### src/rtl/mant_div_pkg.sv
// Shared constants and state encoding for the sequential mantissa divider.
// Optional early termination is enabled by defining MANT_DIV_EARLY_EXIT_EN.
package mant_div_pkg;
  localparam int W_MANT  = 24;
  localparam int QW_MANT = 26;
  localparam int CNT_W   = $clog2(QW_MANT + 1);

  typedef enum logic [1:0] {
    IDLE = 2'd0,
    CALC = 2'd1,
    DONE = 2'd2
  } state_t;
endpackage

### src/rtl/mant_sub_step.sv
// Borrow-chain subtractor built from 8-bit full-subtractor slices.
// Inputs are zero-extended to a whole number of slices; cout is the final borrow.
module mant_sub_slice8 (
  input  logic [7:0] a,
  input  logic [7:0] b,
  input  logic       bin,
  output logic [7:0] d,
  output logic       bout
);
  logic [8:0] bw;

  always_comb begin
    bw    = '0;
    d     = '0;
    bw[0] = bin;
    for (int i = 0; i < 8; i++) begin
      d[i]    = a[i] ^ b[i] ^ bw[i];
      bw[i+1] = (~a[i] & b[i]) | (~(a[i] ^ b[i]) & bw[i]);
    end
  end

  assign bout = bw[8];
endmodule

module mant_sub_step
  import mant_div_pkg::*;
#(
  parameter int WIDTH = W_MANT + 1
) (
  input  logic [WIDTH-1:0] a,
  input  logic [WIDTH-1:0] b,
  output logic [WIDTH-1:0] diff,
  output logic             cout
);
  localparam int NSLICE = (WIDTH + 7) / 8;
  localparam int EXT    = NSLICE * 8;

  logic [EXT-1:0] a_ext, b_ext, d_ext;
  logic [NSLICE:0] bchain;

  assign a_ext     = EXT'(a);
  assign b_ext     = EXT'(b);
  assign bchain[0] = 1'b0;

  for (genvar s = 0; s < NSLICE; s++) begin : g_slice
    mant_sub_slice8 u_slice (
      .a    (a_ext[s*8 +: 8]),
      .b    (b_ext[s*8 +: 8]),
      .bin  (bchain[s]),
      .d    (d_ext[s*8 +: 8]),
      .bout (bchain[s+1])
    );
  end

  // Padding bits only mirror the borrow; the chain's last borrow is the result.
  if (EXT > WIDTH) begin : g_pad
    logic unused_pad;
    assign unused_pad = ^d_ext[EXT-1:WIDTH];
  end

  assign diff = d_ext[WIDTH-1:0];
  assign cout = bchain[NSLICE];
endmodule

### src/rtl/mant_div_seq.sv
// Restoring mantissa divider: one quotient bit per cycle plus a sticky bit.
// Define MANT_DIV_EARLY_EXIT_EN to finish as soon as the remainder reaches zero.
module mant_div_seq
  import mant_div_pkg::*;
#(
  parameter int W  = W_MANT,
  parameter int QW = QW_MANT
) (
  input  logic          clk,
  input  logic          rst,
  input  logic          in_valid,
  output logic          in_ready,
  input  logic [W-1:0]  dividend,
  input  logic [W-1:0]  divisor,
  output logic          out_valid,
  input  logic          out_ready,
  output logic [QW-1:0] quotient,
  output logic          sticky,
  output logic          div_by_zero,
  output logic [1:0]    dbg_state
);
  // Handshakes: a transfer happens on a rising edge where valid && ready;
  // valid/ready never depend combinationally on the other side's signal.
  state_t           state_q, state_d;
  logic [W:0]       rem_q, rem_d, dsr_q, dsr_d;
  logic [CNT_W-1:0] cnt_q, cnt_d;
  logic [QW-1:0]    quot_q, quot_d;
  logic             sticky_q, sticky_d;
  logic             dbz_q, dbz_d;

  logic [W:0]       diff, rem_shift;
  logic             borrow;
  logic [QW-1:0]    quot_shift;

  mant_sub_step #(.WIDTH(W + 1)) u_sub (
    .a    (rem_q),
    .b    (dsr_q),
    .diff (diff),
    .cout (borrow)
  );

  // Precondition rem < 2*dsr keeps both shifted candidates within W+1 bits.
  assign rem_shift  = borrow ? {rem_q[W-1:0], 1'b0} : {diff[W-1:0], 1'b0};
  assign quot_shift = {quot_q[QW-2:0], ~borrow};

  always_comb begin
    state_d  = state_q;
    rem_d    = rem_q;
    dsr_d    = dsr_q;
    cnt_d    = cnt_q;
    quot_d   = quot_q;
    sticky_d = sticky_q;
    dbz_d    = dbz_q;
    case (state_q)
      IDLE: begin
        if (in_valid) begin
          if (divisor == '0) begin
            quot_d   = '1;
            sticky_d = 1'b0;
            dbz_d    = 1'b1;
            state_d  = DONE;
          end else begin
            rem_d    = {1'b0, dividend};
            dsr_d    = {1'b0, divisor};
            cnt_d    = CNT_W'(QW);
            quot_d   = '0;
            sticky_d = 1'b0;
            dbz_d    = 1'b0;
            state_d  = CALC;
          end
        end
      end
      CALC: begin
        rem_d  = rem_shift;
        quot_d = quot_shift;
        cnt_d  = cnt_q - 1'b1;
        if (cnt_q == CNT_W'(1)) begin
          sticky_d = |rem_shift;
          state_d  = DONE;
        end
`ifdef MANT_DIV_EARLY_EXIT_EN
        else if (rem_shift == '0) begin
          quot_d   = quot_shift << (cnt_q - 1'b1);
          sticky_d = 1'b0;
          state_d  = DONE;
        end
`endif
      end
      DONE: begin
        if (out_ready) state_d = IDLE;
      end
      default: state_d = IDLE;
    endcase
  end

  always_ff @(posedge clk) begin
    if (rst) begin
      state_q  <= IDLE;
      rem_q    <= '0;
      dsr_q    <= '0;
      cnt_q    <= '0;
      quot_q   <= '0;
      sticky_q <= 1'b0;
      dbz_q    <= 1'b0;
    end else begin
      state_q  <= state_d;
      rem_q    <= rem_d;
      dsr_q    <= dsr_d;
      cnt_q    <= cnt_d;
      quot_q   <= quot_d;
      sticky_q <= sticky_d;
      dbz_q    <= dbz_d;
    end
  end

  assign in_ready    = (state_q == IDLE) && !rst;
  assign out_valid   = (state_q == DONE);
  assign quotient    = quot_q;
  assign sticky      = sticky_q;
  assign div_by_zero = dbz_q;
  assign dbg_state   = state_q;

`ifndef SYNTHESIS
  a_norm_operands: assert property (@(posedge clk) disable iff (rst)
    (in_valid && in_ready && divisor != '0) |-> ({1'b0, dividend} < {divisor, 1'b0}));
`endif
endmodule

### config.mk
export PLATFORM = sky130hd
export DESIGN_NAME = mant_div_seq
export DESIGN_NICKNAME = d
export VERILOG_FILES = /design/src/rtl/mant_div_pkg.sv /design/src/rtl/mant_sub_step.sv /design/src/rtl/mant_div_seq.sv
export SDC_FILE = /design/constraint.sdc
export NUM_CORES = 1
export LEC_CHECK = 0
export CORE_MARGIN = 2
export CORE_UTILIZATION = 25
export DETAILED_ROUTE_END_ITERATION = 6
export PLACE_DENSITY = 0.54
export SLEW_MARGIN = 15
export SYNTH_ARGS = -nofsm -noshare
export SYNTH_HDL_FRONTEND = slang
export SYNTH_SLANG_ARGS = --single-unit
### constraint.sdc
create_clock -name clk -period 16.3 [get_ports clk]
set_input_delay 1.63 -clock clk [delete_from_list [all_inputs] [get_ports clk]]
set_output_delay 1.63 -clock clk [all_outputs]
set_load 0.02 [all_outputs]
=== Yosys cells after proc, flatten, opt, wreduce, memory -nomap -nowiden ===
Cells that the tools add are included.

* Register bits: 84
* Word-level logic and storage cells: 214

* Add/sub/neg operators: 1
* Eq/ne operators: 7
* Multiplexer cells: 19
* Bitwise logic cells: 168
* Reduce and logical (&&, ||, !) cells: 12

{| class="wikitable"
|+ Operators by type and width
! cell !! number
|-
| 25-bit 2-to-1 mux || 3
|-
| 26-bit 2-to-1 mux || 2
|-
| 26-bit one-hot mux with 2 select lines || 1
|-
| 1-bit inverter || 50
|-
| 25-bit one-hot mux with 2 select lines || 1
|-
| 1-bit bitwise AND || 48
|-
| 1-bit XOR || 47
|-
| 25-bit OR reduction || 1
|-
| 24-bit logical NOT || 1
|-
| 1-bit OR || 23
|-
| 3-bit AND reduction || 4
|-
| 5-bit 2-to-1 mux || 2
|-
| 5-bit one-hot mux with 2 select lines || 1
|-
| 2-bit 2-to-1 mux || 4
|-
| 2-bit inequality test, second input constant || 3
|-
| 2-bit one-hot mux with 3 select lines || 1
|-
| 5-bit by 1-bit equality test with 1-bit output, second input constant || 1
|-
| 5-bit by 1-bit subtractor with 5-bit output, second input constant || 1
|-
| 2-bit AND reduction || 2
|-
| 1-bit 2-to-1 mux || 3
|-
| 2-bit by 1-bit equality test with 1-bit output, second input constant || 1
|-
| 2-bit equality test, second input constant || 1
|-
| 2-bit logical NOT || 1
|-
| 2-bit by 1-bit inequality test with 1-bit output, second input constant || 1
|-
| other kinds (4) || 4
|}

=== Logic depth before layout (Yosys ltp) ===
* Word-level depth: 53
* Gate-level depth with buffers: 34

=== Cells and area by module ===
From an unflattened synthesis, not the netlist that was laid out.

* Cells, all modules: 574
* Area, all modules: 5,003.5 sq um

{| class="wikitable"
|+ By module, submodules not included
! module !! instances !! cells each !! area an instance (sq um) !! seq. area each (sq um)
|-
| mant_div_seq || 1 || 469 || 4,088.9 || 1,681.6
|-
| mant_sub_slice8 || 4 || 26 || 227.7 || 0.0
|-
| mant_sub_step || 1 || 1 || 3.8 || 0.0
|}

=== Worst setup path before layout ===
No wires, ideal clock.

* Path type: register -> register
* Start: register rem_q[0]
* End: register rem_q[10]
* Arrival time: 10.053 ns
* Data required time: 16.243 ns
* Setup slack: 6.190 ns
* Cell stages (with the launch flop): 35
* Period minus slack after synthesis: 10.110 ns
* Cell sequence: dfxtp_1 inv_1 ha_1 inv_1 fa_1 inv_1 fa_1 fa_1 fa_1 fa_1 fa_1 fa_1 fa_1 fa_1 fa_1 fa_1 fa_1 fa_1 fa_1 fa_1 fa_1 fa_1 fa_1 fa_1 fa_1 fa_1 fa_1 inv_1 fa_1 or2_2 clkbuf_1 clkbuf_1 o211ai_1 a21oi_1 mux2_4

* Word-level cells in the longest chain between the ends: 51
* Elaborated cells on any way between the ends: 52
* Those cells by class: mux (2); bitwise (50)

{| class="wikitable"
|+ RTL lines
! what !! RTL line !! RTL
|-
| start, declared || mant_div_seq.sv:25 || <nowiki>logic [W:0] rem_q, rem_d, dsr_q, dsr_d;</nowiki>
|-
| start signal, assigned || mant_div_seq.sv:107 || <nowiki>rem_q <= rem_d;</nowiki>
|-
| 1-bit inverter * || mant_sub_step.sv:18 || <nowiki>bw[i+1] = (~a[i] & b[i]) | (~(a[i] ^ b[i]) & bw[i]);</nowiki>
|-
| 1-bit bitwise AND * (2 in series) || mant_sub_step.sv:18 ||
|-
| 1-bit OR * || mant_sub_step.sv:18 ||
|-
| 1-bit bitwise AND * || mant_sub_step.sv:18 ||
|-
| 1-bit OR * || mant_sub_step.sv:18 ||
|-
| 1-bit bitwise AND * || mant_sub_step.sv:18 ||
|-
| 1-bit OR * || mant_sub_step.sv:18 ||
|-
| 1-bit bitwise AND * || mant_sub_step.sv:18 ||
|-
| [34 not listed] || -- ||
|-
| 1-bit OR || mant_sub_step.sv:18 ||
|-
| 1-bit bitwise AND || mant_sub_step.sv:18 ||
|-
| 1-bit OR || mant_sub_step.sv:18 ||
|-
| 1-bit bitwise AND || mant_sub_step.sv:18 ||
|-
| 1-bit OR || mant_sub_step.sv:18 ||
|-
| 1-bit bitwise AND || mant_sub_step.sv:18 ||
|-
| 25-bit 2-to-1 mux * || mant_div_seq.sv:43 || <nowiki>assign rem_shift = borrow ? {rem_q[W-1:0], 1'b0} : {diff[W-1:0], 1'b0};</nowiki>
|-
| 25-bit one-hot mux with 2 select lines * || mant_div_seq.sv:54 || <nowiki>case (state_q)</nowiki>
|}

Mark *: on every way between the ends. The rest lies on a longest branch, timed or not.
A chain may end at the register's enable or synchronous reset.

=== Final worst setup path ===
* Start: register rem_q[0]
* End: register sticky_q, in the netlist sticky

* Word-level cells in the longest chain between the ends: 53
* Elaborated cells on any way between the ends: 77
* Those cells by class: mux (3); bitwise (73); reduce/logical (1)

{| class="wikitable"
|+ RTL lines
! what !! RTL line !! RTL
|-
| 1-bit inverter || mant_sub_step.sv:18 ||
|-
| 1-bit bitwise AND (2 in series) || mant_sub_step.sv:18 ||
|-
| 1-bit OR || mant_sub_step.sv:18 ||
|-
| 1-bit bitwise AND || mant_sub_step.sv:18 ||
|-
| 1-bit OR || mant_sub_step.sv:18 ||
|-
| 1-bit bitwise AND || mant_sub_step.sv:18 ||
|-
| 1-bit OR || mant_sub_step.sv:18 ||
|-
| 1-bit bitwise AND || mant_sub_step.sv:18 ||
|-
| [36 not listed] || -- ||
|-
| 1-bit OR || mant_sub_step.sv:18 ||
|-
| 1-bit bitwise AND || mant_sub_step.sv:18 ||
|-
| 1-bit OR || mant_sub_step.sv:18 ||
|-
| 1-bit bitwise AND || mant_sub_step.sv:18 ||
|-
| 25-bit 2-to-1 mux * || mant_div_seq.sv:43 ||
|-
| 25-bit OR reduction * || mant_div_seq.sv:78 || <nowiki>sticky_d = |rem_shift;</nowiki>
|-
| 1-bit 2-to-1 mux * || mant_div_seq.sv:77 || <nowiki>if (cnt_q == CNT_W'(1)) begin</nowiki>
|-
| 1-bit one-hot mux with 2 select lines * || mant_div_seq.sv:54 ||
|-
| end signal, assigned || mant_div_seq.sv:111 || <nowiki>sticky_q <= sticky_d;</nowiki>
|-
| end, declared || mant_div_seq.sv:28 || <nowiki>logic sticky_q, sticky_d;</nowiki>
|}

Mark *: on every way between the ends. The rest lies on a longest branch, timed or not. The select of a mux whose other input is x is not followed.

==> impl_results.md <==
- Gpl congestion: 0.849
- Global-route congestion overflow total: 0
- Critical path class: reg2reg
- Final core utilization: 0.322
- Tightest Pin Transition: 1120 ps
- Core area: 18700 um2
- Cell family with most CP delay: adder cells
- Unrepaired setup endpoints after global routing: false
- Antenna Cells: 0
- Number of synthesized flops with an enable pin: 0
- Run status: finished, final reports clean
- Seq/Total Area, Yosys: 0.354
- Die X-Extent: 142 um
- Nature of the critical path endpoint: register
- Clock insertion delay at the later pin of the skew report: 360 ps
- Initial antenna violation count: 0
- Leak: 2.20 nW
- Routed wirelength normalized by instance count: 16.2 um
- Number of sinks handled by clock tree synthesis: 84
- DRC viols: 0
- Maximum clock frequency: 0.0898 GHz
- All-Layer GR Usage: 0.142
- Met1 wire length: 6.39 mm
- Synthesized area: 4750 um2
- Resize count post-CTS: 0
- Met2 Wirelength: 6.12 mm
- Slew Limit Headroom: 0.252
- Number of nets in the layout: 686
- Final-layout setup total negative slack: 0 ps
- # IOs: 84
- Vias post-DR: 4139
- Highest routed layer: met4
- Crit-path most repeated cell: sky130_fd_sc_hd__fa_1
- CTS root buf: sky130_fd_sc_hd__clkbuf_16
- Share of the clock period used by the worst path after layout: 0.683
- Number of nets with antenna violations after routing: 0
- Logic pwr share: 0.309
- Hold buffer count at CTS: 0
- Final setup vio count: 0
- Sequential Power Share: 0.363
- Relative contribution of the clock network to total power: 0.328
- Crit path buf inv count: 4
- 1st-pass router iterations: 7
- Share of synthesized flip-flops with an asynchronous set or reset: 0
- Number of buffers created by CTS: 9
- Power density over the cells: 113 nW/um2
- Floorplan die area: 20100 um2
- Cell with the largest stage delay on the worst path: sky130_fd_sc_hd__fa_1
- Hpwl dp: 9.55 mm
- Via count of the first global-routing pass: 4149
- Netlist cell types: 47
- Relative area change from synthesis to final layout: 26.7%
- Post CTS Setup Buffer Count: 0
- Wire length of the first global-routing pass: 22.4 mm
- Routed length on met3: 920 um
- VDD IR max: 0.0596 mV
- Synth Warn #: 0
- Placed Instances: 831
- Per-instance average area after synthesis: 8.56 um2
- Most frequently used flop master after synthesis: sky130_fd_sc_hd__dfxtp_1
- Number of nets produced by synthesis: 633
- Clock transition at path regs: 70 ps
- CTS tree: yes
- Number of hold violations in the final report: 0
- Synth Register Bits: 84
- Startpoint Class: register
- Fraction of power spent switching nets: 0.346
- Hold Path Class: reg2reg
- Pin count of the biggest net entering global routing: 58
- Vertical die dimension: 142 um
- Share of final-layout standard cells stronger than drive strength 1: 0.0832
- Crit Path Max Fanout: 24
- H-Tree Depth: 3
- Slowest Stage Delay on Critical Path: 660 ps
- Required time of the critical path: 16550 ps
- Tmin final: 11140 ps
- Post-route insts no fill: 847
- Sw Pwr: 0.000235 W
- Data arrival time of the critical path: 11390 ps
- Final max-slew violation count: 0
- Via-per-instance ratio: 4.89
- Int Power: 0.000442 W
- Mapped Cells: 555
- Cell row count: 50
- Total wire length after detailed routing: 13.7 mm
- Overall power consumption: 0.000677 W
- Iteration-0 DRC Markers: 252
- Initial core utilization: 0.254
- Max-cap viol count: 0
- Buffer depth of the longest clock path: 2
- Final Skew: 12.8 ps
- Port Buf Inserts: 83
cells by family after synthesis:
logic type	share of synthesized area
AO/OA/AOI/OAI	0.186
adder cells (fa/ha/maj)	0.105
buffers and inverters	0.0677
flip-flops	0.354
multiplexers	0.122
AND/OR/NAND/NOR	0.165
worst min-delay path: stages (launching register included):
cell	delay (ps)
sky130_fd_sc_hd__dfxtp_1	310
sky130_fd_sc_hd__nand2_1	50
sky130_fd_sc_hd__mux2i_1	50
registers in the layout, summed over array words and instances, names as in the netlist:
| register | cells |
|---|---|
| quotient | 26 |
| rem_q | 25 |
| dsr_q | 24 |
| cnt_q | 5 |
| dbg_state | 2 |
| div_by_zero | 1 |
| sticky | 1 |
cell usage after synthesis (all sizes together), types with 4 or more instances:
library cell / instances / area share
mux2: 22 / 0.066
a31oi: 30 / 0.040
nor2b: 5 / 0.0066
mux2i: 27 / 0.057
nand2: 104 / 0.082
inv: 30 / 0.024
dfxtp: 84 / 0.35
nor3: 4 / 0.0042
a21oi: 26 / 0.027
nor4: 11 / 0.014
buf: 9 / 0.016
o21ai: 51 / 0.056
clkbuf: 36 / 0.028
nand4: 9 / 0.012
o211ai: 23 / 0.036
nor2: 28 / 0.022
fa: 23 / 0.097
metrics by stage:
stage	setup WS [ps]	cell area [um2]	hold WS, ps
3_3_place_gp	5470	5700	448
3_5_place_dp	5250	5700	450
5_1_grt	4610	6020	492
4_1_cts	5230	6020	463
6_report	5160	6020	460
2_1_floorplan	6190	4750	435
worst paths after layout:
| kind | slack, ps | endpoint | from | cells past startpoint |
|---|---|---|---|---|
| worst max-delay path | 5160 | sticky$_SDFFE_PP0P_ | rem_q[0]$_SDFFE_PP0P_ | 32 |
| worst min-delay path | 460 | dsr_q[23]$_SDFFE_PP0P_ | dsr_q[23]$_SDFFE_PP0P_ | 2 |
| worst max register to register | 5160 | sticky$_SDFFE_PP0P_ | rem_q[0]$_SDFFE_PP0P_ | 32 |
| worst min register to register | 460 | dsr_q[23]$_SDFFE_PP0P_ | dsr_q[23]$_SDFFE_PP0P_ | 2 |
placed cells by master (no fill, tap or decap), types with 2 or more instances in the layout:
cell | Yosys | layout
sky130_fd_sc_hd__mux2i_1 | 27 | 27
sky130_fd_sc_hd__mux2_2 | 5 | 5
sky130_fd_sc_hd__nor2b_1 | 5 | 4
sky130_fd_sc_hd__clkdlybuf4s50_1 | 0 | 82
sky130_fd_sc_hd__buf_4 | 0 | 4
sky130_fd_sc_hd__o21ai_0 | 50 | 50
sky130_fd_sc_hd__ha_1 | 3 | 3
sky130_fd_sc_hd__inv_8 | 0 | 2
sky130_fd_sc_hd__fa_1 | 23 | 23
sky130_fd_sc_hd__nand4_1 | 9 | 9
sky130_fd_sc_hd__inv_6 | 0 | 4
sky130_fd_sc_hd__nand4b_1 | 2 | 2
sky130_fd_sc_hd__a21boi_0 | 2 | 2
sky130_fd_sc_hd__or4_1 | 2 | 2
sky130_fd_sc_hd__o21a_1 | 2 | 2
sky130_fd_sc_hd__nor3_1 | 4 | 4
sky130_fd_sc_hd__nor4_1 | 11 | 11
sky130_fd_sc_hd__nand3_1 | 3 | 3
sky130_fd_sc_hd__dfxtp_1 | 84 | 84
sky130_fd_sc_hd__inv_1 | 29 | 29
sky130_fd_sc_hd__a21oi_1 | 26 | 25
sky130_fd_sc_hd__nand2_1 | 104 | 104
sky130_fd_sc_hd__clkbuf_16 | 0 | 9
sky130_fd_sc_hd__mux2_4 | 17 | 17
sky130_fd_sc_hd__nor2_1 | 28 | 28
sky130_fd_sc_hd__a31oi_1 | 30 | 30
sky130_fd_sc_hd__o211ai_1 | 23 | 23
routing by layer:
| metal | GRT usage | up-vias |
|---|---|---|
| met5 | 0 | - |
| met1 | 0.188 | 1960 |
| met3 | 0.0516 | 15 |
| li1 | - | 2047 |
| met2 | 0.214 | 117 |
| met4 | 0.0474 | 0 |
cell type report:
cell class / count / area (um2)
Tap cell: 234 / 293
Timing Repair Buffer: 87 / 856
Clock buffer: 9 / 225
Fill cell: 1966 / 12700
Clock inverter: 7 / 87.6
Multi-Input combinational cell: 396 / 2760
Sequential cell: 84 / 1680
Inverter: 30 / 113
power groups by stage:
| stage | sequential, W | combinational (W) | clock, W |
|---|---|---|---|
| 6_report | 0.000246 | 0.000209 | 0.000222 |
| 3_3_place_gp | 0.000250 | 0.000208 | 0 |
| 2_1_floorplan | 0.000249 | 0.000141 | 0 |
| 5_1_grt | 0.000249 | 0.000237 | 0.000237 |
| 4_1_cts | 0.000245 | 0.000210 | 0.000229 |
| 3_5_place_dp | 0.000249 | 0.000208 | 0 |
(Power assumes the default switching activity.)
